**config.mk**
```make
export PLATFORM = sky130hd
export DESIGN_NAME = time_core
export DESIGN_NICKNAME = d
export VERILOG_FILES = /design/src/rtl/time_pkg.sv /design/src/rtl/bcd_mod_counter.sv /design/src/rtl/time_core.sv
export SDC_FILE = /design/constraint.sdc
export NUM_CORES = 1
export LEC_CHECK = 0
export ABC_CLOCK_PERIOD_IN_PS = 3800
export CAP_MARGIN = 20
export CELL_PAD_IN_SITES_DETAIL_PLACEMENT = 1
export CELL_PAD_IN_SITES_GLOBAL_PLACEMENT = 2
export CORE_MARGIN = 2
export CORE_UTILIZATION = 34
export CTS_CLUSTER_DIAMETER = 150
export CTS_CLUSTER_SIZE = 20
export DETAILED_ROUTE_END_ITERATION = 10
export PLACE_DENSITY = 0.95
export RECOVER_POWER = 100
export SLEW_MARGIN = 25
export SYNTH_ARGS = -nofsm -noshare
export SYNTH_HDL_FRONTEND = slang
export SYNTH_SLANG_ARGS = --single-unit
```
**constraint.sdc**
```tcl
create_clock -name clk -period 3.8 [get_ports clk]
set_input_delay 0.38 -clock clk [delete_from_list [all_inputs] [get_ports clk]]
set_output_delay 0.38 -clock clk [all_outputs]
set_load 0.05 [all_outputs]
```
**src/rtl/time_pkg.sv**
```systemverilog
// rtl/time_pkg.sv - shared constants, types and helpers for the timekeeping core
package time_pkg;

  typedef logic [3:0] bcd_digit_t;

  localparam logic [7:0] BCD_ZERO    = 8'h00;
  localparam logic [7:0] SEC_MAX_BCD = 8'h59;
  localparam logic [7:0] MIN_MAX_BCD = 8'h59;

  // Last legal hour value in BCD for a given hour modulus (24 -> 23, 12 -> 11)
  function automatic logic [7:0] hour_max_bcd(input int hour_mod);
    return (hour_mod == 12) ? 8'h11 : 8'h23;
  endfunction

endpackage

```
**src/rtl/bcd_mod_counter.sv**
```systemverilog
// rtl/bcd_mod_counter.sv - two-digit packed BCD counter wrapping at MAX_BCD
module bcd_mod_counter
  import time_pkg::*;
#(
  parameter logic [7:0] MAX_BCD = SEC_MAX_BCD
) (
  input  logic       clk,
  input  logic       rst_n,
  input  logic       inc,
  input  logic       clr,
  output logic [7:0] q,
  output logic       wrap
);

  bcd_digit_t tens;
  bcd_digit_t units;
  logic [7:0] q_next;

  assign tens  = q[7:4];
  assign units = q[3:0];

  // Carry out to the next field fires on the increment that leaves the maximum
  assign wrap = inc && (q == MAX_BCD);

  // Next value: clear wins over increment; units carry into tens at 9
  always_comb begin
    q_next = q;
    if (clr) begin
      q_next = BCD_ZERO;
    end else if (inc) begin
      if (q == MAX_BCD) begin
        q_next = BCD_ZERO;
      end else if (units == 4'd9) begin
        q_next = {tens + 4'd1, 4'd0};
      end else begin
        q_next = {tens, units + 4'd1};
      end
    end
  end

  // Field register
  always_ff @(posedge clk or negedge rst_n) begin
    if (!rst_n) begin
      q <= BCD_ZERO;
    end else begin
      q <= q_next;
    end
  end

endmodule

```
**src/rtl/time_core.sv**
```systemverilog
// rtl/time_core.sv - hh:mm:ss BCD timekeeper with adjust mode and hourly chime
module time_core
  import time_pkg::*;
#(
  parameter int HOUR_MOD         = 24,
  parameter bit CLEAR_SEC_ON_ADJ = 1'b1
) (
  input  logic       clk,
  input  logic       rst_n,
  input  logic       tick_1hz,
  input  logic       adjust_mode,
  input  logic       hour_en,
  input  logic       min_en,
  output logic [7:0] hour_bcd,
  output logic [7:0] min_bcd,
  output logic [7:0] sec_bcd,
  output logic       hour_chime
);

  localparam logic [7:0] HOUR_MAX_BCD = hour_max_bcd(HOUR_MOD);

  if ((HOUR_MOD != 24) && (HOUR_MOD != 12)) begin : g_bad_hour_mod
    $error("time_core: HOUR_MOD must be 24 or 12");
  end

  logic sec_inc;
  logic sec_clr;
  logic sec_wrap;
  logic min_inc;
  logic min_wrap;
  logic hour_inc;
  logic hour_wrap;

  // Normal mode chains carries; adjust mode routes the pulses straight to their field
  assign sec_inc  = !adjust_mode && tick_1hz;
  assign sec_clr  = adjust_mode && CLEAR_SEC_ON_ADJ;
  assign min_inc  = adjust_mode ? min_en  : sec_wrap;
  assign hour_inc = adjust_mode ? hour_en : min_wrap;

  bcd_mod_counter #(.MAX_BCD(SEC_MAX_BCD)) u_sec (
    .clk  (clk),
    .rst_n(rst_n),
    .inc  (sec_inc),
    .clr  (sec_clr),
    .q    (sec_bcd),
    .wrap (sec_wrap)
  );

  bcd_mod_counter #(.MAX_BCD(MIN_MAX_BCD)) u_min (
    .clk  (clk),
    .rst_n(rst_n),
    .inc  (min_inc),
    .clr  (1'b0),
    .q    (min_bcd),
    .wrap (min_wrap)
  );

  bcd_mod_counter #(.MAX_BCD(HOUR_MAX_BCD)) u_hour (
    .clk  (clk),
    .rst_n(rst_n),
    .inc  (hour_inc),
    .clr  (1'b0),
    .q    (hour_bcd),
    .wrap (hour_wrap)
  );

  // Chime on a natural minute rollover only; a min_en wrap in adjust mode must stay silent
  always_ff @(posedge clk or negedge rst_n) begin
    if (!rst_n) begin
      hour_chime <= 1'b0;
    end else begin
      hour_chime <= !adjust_mode && min_wrap;
    end
  end

  logic unused_hour_wrap;
  assign unused_hour_wrap = hour_wrap;

endmodule
```
==> impl_metrics.ini, run 1 <==
[final_layout]
n_antenna_cell = 0
drive_above_1_share_pct = 6.56
area_delta_synth_final_pct = 25.8
fin_util_pct = 43.7
final_nets = 202
n_fill_cell = 504

[setup_path]
path_buf_inv = 2
cp-end-kind = flop
r2r-end = u_min.q[6]
crit_type = in2reg
critPathRequiredTime_ns = 3.96
cp_max_fo = 12
crit_family = buffers and inverters
r2r_start = u_sec.q[0]
r2r_cells = 6
slowest_stage = dlygate4sd3_1
r2r_setup_slack_ns = 1.67
crit_chain = dlygate4sd3_1 > and2b_1 > a32oi_1 > clkbuf_1 > nand2b_1 > o21ai_0
crit_end = u_min.q[6]
worst-endpoint-arrival_ns = 2.45
setup.worst_path.start_class = primary input
startpoint = adjust_mode
cp.depth = 6
max_stage_delay_ns = 0.79

[routing]
wire_per_inst_um = 15.4
drt_wl_total_um = 3610
drt_iter0_drc = 46
vias = 1265
vias_per_cell = 5.38
ant_nets = 0
drt_pass1_iterations = 3
remaining_drc_errors = 0

[clock_network]
cts_buffer_depth = 2
cts_buffers = 3
cts.sinks = 25
cts_setup_buffers = 0
cts_tree = done
cts-root-buf = clkbuf_8
clkTransAtPathRegs_ns = 0.09
cts-htree-levels = 1
hold_buffers = 0
cts_resized = 0
clk_latency_ns = 0.27

[power_and_ir_drop]
leakage_uw = 0.000857
ir_drop_uv = 208
power_density_nw_per_um2 = 646

[logic_synthesis]
synthCells = 151
yosys.area.top_type = dfrtp_1
syn_avg_cell_area_um2 = 9.88
synth-async-reset-ratio_pct = 100
synth.distinct_cells = 49
syn_area_um2 = 1490
syn-num-nets = 169
synthFlopType = dfrtp_1
ys_seq_area_share_pct = 41.9
ys_warn_count = 0
ys_top_cells_by_count = dfrtp_1, o21ai_0, ha_1
yosysMostFrequentCell = dfrtp_1
synth_top_area_share_pct = 41.9
synth_edf_count = 0
synth.area.top_cells = dfrtp_1, ha_1, o21ai_0, nand2_1, nor2_1
synth_seq_cells = 25

[sta]
period_needed_ns = 2.29
rsz0062_at_grt = no
period_share_pct = 60.3
slew_violations = 0
fmax_mhz = 436
setup_viol_count_final = 0
max_slew_margin_pct = 8.70
hold_viol_final = 0
worst_slew_pin_slew_ns = 1.37
finalSetupTns_ns = 0
clock_skew_ns = 0.00359

[floorplanning]
ios = 31
start_util_pct = 34.7
dieArea_um2 = 4930
die_h_um = 70.2
die_w_um = 70.2
rows = 24
coreArea_um2 = 4290

[grt]
grt_pass1_wl_um = 6290
grt_pass1_vias = 1312
grt_max_degree = 26
grt.total_usage_pct = 15.9
antenna_found_initial = 0
grt_overflow_total = 0

[worst_hold_path]
hp-class = reg2reg

[status]
status = complete, no violations

[run]
maxCapViolCount = 0

[place]
dp_hpwl_um = 2770
gp_routability_congestion = 0.758
port_buffers = 30
through the flow:
| step | worst slack (ns) | total power [µW] | std cells | hold slack, ns | instance area [µm²] |
|---|---|---|---|---|---|
| after floorplan | 1.78 | 866 | 151 | 0.0844 | 1490 |
| after global placement | 1.16 | 1060 | 230 | 0.502 | 1840 |
| after detailed placement | 0.943 | 1090 | 230 | 0.527 | 1840 |
| after CTS | 1.25 | 1260 | 234 | 0.486 | 1890 |
| after global routing | 1.30 | 1290 | 235 | 0.554 | 1880 |
| final | 1.51 | 1210 | 235 | 0.527 | 1880 |
sequential cells by signal, summed over array words and instances, names as in the netlist:
register,cells
u_min.q,8
u_sec.q,8
u_hour.q,8
hour_chime,1
logic make-up (layout without fill, tap and decap cells):
kind of cell / Yosys count / count (layout) / synth area share (%)
adders and majority gates: 12 / 12 / 10.1
AOI/OAI and AO/OA: 35 / 35 / 14.8
buffers and inverters: 11 / 43 / 3.36
muxes: 5 / 5 / 3.69
DFF: 25 / 25 / 41.9
and+or+nand+nor: 61 / 61 / 25.0
xor gates and xnor gates: 2 / 2 / 1.17
report_power, final:
part	total, µW	leakage (µW)	switching (µW)	internal [µW]
clock network	162	0.0000228	87.1	75.2
registers	440	0.000323	105	336
logic	608	0.000511	398	209
layout make-up:
cell class | instances | area, µm² | area share (%)
multi-input cells | 115 | 806 | 43.0
flip-flops and latches | 25 | 626 | 33.4
repair buffers | 32 | 308 | 16.4
well taps | 52 | 65.1 | 3.47
clock buffers | 4 | 45.0 | 2.40
inverters | 7 | 26.3 | 1.40
how the worst min path moves through the flow:
stage	startpoint	end	slack, ns	cells past startpoint
floorplan	rst_n	hour_chime	0.08	0
global placement	u_hour.q[7]	u_hour.q[7]	0.50	1
detailed placement	u_hour.q[7]	u_hour.q[7]	0.53	1
CTS	rst_n	u_hour.q[7]	0.49	2
global route	u_hour.q[7]	u_hour.q[7]	0.55	1
finish	u_hour.q[7]	u_hour.q[7]	0.53	1
cells in the final DEF, fill, tap and decap left out, drive strengths merged, types with 2 or more instances in the layout:
master	Yosys	routed
nand3	6	6
nand2b	4	4
or2	2	2
dfrtp	25	25
or3	2	2
o21ai	16	16
and2	3	3
mux2	4	4
ha	12	12
a21oi	4	4
and3	2	2
nor4	3	3
and4b	2	2
o31ai	3	3
and3b	3	3
clkdlybuf4s50	0	2
clkbuf	1	6
nor2b	2	2
nor3	2	2
a211oi	2	2
inv	7	7
nor2	10	10
a21o	3	3
nand2	11	11
dlygate4sd3	0	28
worst reg2reg max path: cells and delay by family (launching register included):
| kind | cells | cell delay [ns] |
|---|---|---|
| flip-flops | 1 | 0.46 |
| buffers and inverters | 1 | 0.39 |
| AO/OA/AOI/OAI | 2 | 0.43 |
| adder cells (fa/ha/maj) | 1 | 0.30 |
| AND/OR/NAND/NOR | 2 | 0.45 |
per-layer routing:
metal / track usage (%) / part of all wire [%]
met5: 0 / 0
met4: 7.69 / 2.2
met3: 1.73 / 2.9
met2: 26.4 / 49
met1: 20.6 / 46
(Power assumes the default switching activity.)
==> run 2, diff against run 1 <==
Settings changed: ABC_CLOCK_PERIOD_IN_PS 3800 to 1900, CORE_UTILIZATION 34 to 28, PLACE_DENSITY 0.95 to 0.85.
Clock period 3.8 ns to 1.9 ns, I/O delays scaled along.
==> run 2 against run 1 <==
Clock skew barely moved; final cell count grew 16%; die area grew 20%; flip-flop and latch count did not move; sequential share of layout area shrank 3.0 points; register-to-register slack worse by 1.6 ns; sequential power is 94% higher; worst hold slack worse by 0.18 ns; critical path depth fell by 4; critical endpoint is now sec_bcd[1]; largest power group unchanged.
==> impl_metrics.ini, run 2 (synthesis gave the netlist of run 1 again) <==
[status]
status = complete, no violations

[final_layout]
reg_top3 = u_hour.q: 8 flops, u_min.q: 8 flops, u_sec.q: 8 flops
layout_commonest_cell = clkdlybuf4s50_1
final_cell_mix = clkdlybuf4s50_1, dfrtp_1, buf_4
drive_above_1_share_pct = 22.7
n_fill_cell = 629
n_antenna_cell = 0
final_nets = 222
area_delta_synth_final_pct = 39.9

[sta]
holdWs_ns = 0.352
max_slew_margin_pct = 66.3
slew_violations = 0
fmax_mhz = 550
clock_skew_ns = 0.00372
rsz0062_at_grt = no
setup_viol_count_final = 0
hold_viol_final = 0
period_share_pct = 95.7
finalSetupTns_ns = 0
worst_slew_pin_slew_ns = 0.503
period_needed_ns = 1.82

[power_and_ir_drop]
p_seq_share_pct = 33.3
power_density_nw_per_um2 = 1230
sw_frac_of_total_pct = 46.6
clock_power_share_pct = 12.6
p_comb_share_pct = 54.1
switchingPower_uw = 1190
p_int_uw = 1370
ir_drop_uv = 809
leakage_uw = 0.000920
finalPower_uw = 2560

[clock_network]
clk_latency_ns = 0.27
cts_buffer_depth = 2
cts.sinks = 25
cts-htree-levels = 1
cts_tree = done
clkTransAtPathRegs_ns = 0.09
cts-root-buf = clkbuf_8
cts_buffers = 3
hold_buffers = 0

[place]
port_buffers = 30
dp_hpwl_um = 2780
gp_routability_congestion = 0.754

[routing]
ant_nets = 0
drt_pass1_iterations = 3
vias_per_cell = 4.79
drt_wl_total_um = 3690
drt_iter0_drc = 57
remaining_drc_errors = 0
wire_per_inst_um = 13.5
vias = 1307

[floorplanning]
dieArea_um2 = 5930
die_h_um = 77.0
ios = 31
rows = 26
coreArea_um2 = 5140
start_util_pct = 29.0
die_w_um = 77.0

[setup_path]
crit_chain = buf_4 > dlygate4sd3_1
r2r-end = u_min.q[3]
r2r_setup_slack_ns = 0.09
r2r_start = u_sec.q[1]
setup.worst_path.start_class = flop
critPathRequiredTime_ns = 1.71
crit_type = reg2out
worst-endpoint-arrival_ns = 1.63
r2r_cells = 7
cp-end-kind = output pin
crit_end = sec_bcd[1]
startpoint = u_sec.q[1]
slowest_stage = dlygate4sd3_1
cp_max_fo = 5
max_stage_delay_ns = 0.87

[grt]
grt.total_usage_pct = 13.0
grt_max_degree = 26
grt_pass1_vias = 1339
grt_overflow_total = 0
grt_pass1_wl_um = 6330
antenna_found_initial = 0

[worst_hold_path]
hp-class = in2async

[run]
maxCapViolCount = 0
## run 2: changes by cell type in the layout (fill, tap and decap cells not counted), sizes merged
| cell | change |
|---|---|
| buf | +16 |
| clkbuf | +4 |
| clkdlybuf4s50 | +22 |
| dlygate4sd3 | -22 |
## run 2: worst min-delay path by stage
stage / to / slack (ns) / cells past startpoint
3_5_place_dp: u_hour.q[7] / 0.52 / 1
3_3_place_gp: u_hour.q[7] / 0.51 / 1
4_1_cts: u_min.q[7] / 0.29 / 2
2_1_floorplan: hour_chime / -0.11 / 0
5_1_grt: u_min.q[7] / 0.38 / 2
6_report: u_min.q[5] / 0.35 / 2
## run 2: routing by layer
layer,track usage [%],routed length [µm],vias up
met5,0,0,-
met4,3.75,38,0
met3,2.00,112,4
met2,21.1,1750,20
met1,18.0,1790,636
li1,-,-,647
## run 2: power groups by stage
| stage | registers, µW | clock network, µW | logic [µW] |
|---|---|---|---|
| floorplan | 1340 | 0 | 397 |
| global placement | 866 | 0 | 1370 |
| detailed placement | 869 | 0 | 1390 |
| CTS | 861 | 338 | 1400 |
| global route | 894 | 368 | 1490 |
| finish | 854 | 323 | 1390 |
## run 2: metrics by stage
stage / utilization (%) / cells / instance area [µm²] / setup WS (ns)
floorplan: - / 151 / 1500 / 0.00572
global placement: 38.9 / 265 / 2000 / 0.0604
detailed placement: 38.9 / 265 / 2000 / -0.0256
CTS: 39.8 / 269 / 2040 / 0.0274
global route: 40.6 / 273 / 2090 / 0.000619
finish: 40.6 / 273 / 2090 / 0.0813
## run 2: cell type report
cell class / count / area (µm²) / share of cell area [%]
timing repair buffer: 52 / 455 / 21.8
multi-input combinational: 115 / 840 / 40.2
sequential: 25 / 633 / 30.3
tap: 70 / 87.6 / 4.20
inverter: 7 / 26.3 / 1.26
clock buffer: 4 / 45.0 / 2.16
## run 2: repair_timing
| item | in CTS | in global routing |
|---|---|---|
| resized for setup | 0 | 5 |
| setup buffers | 0 | 4 |
| endpoints found under the setup margin | 0 | 8 |
## run 2: critical path: cells and delay by family (launching register included)
kind	cells	cell delay [ns]
buf+inv	2	0.99
flops	1	0.37
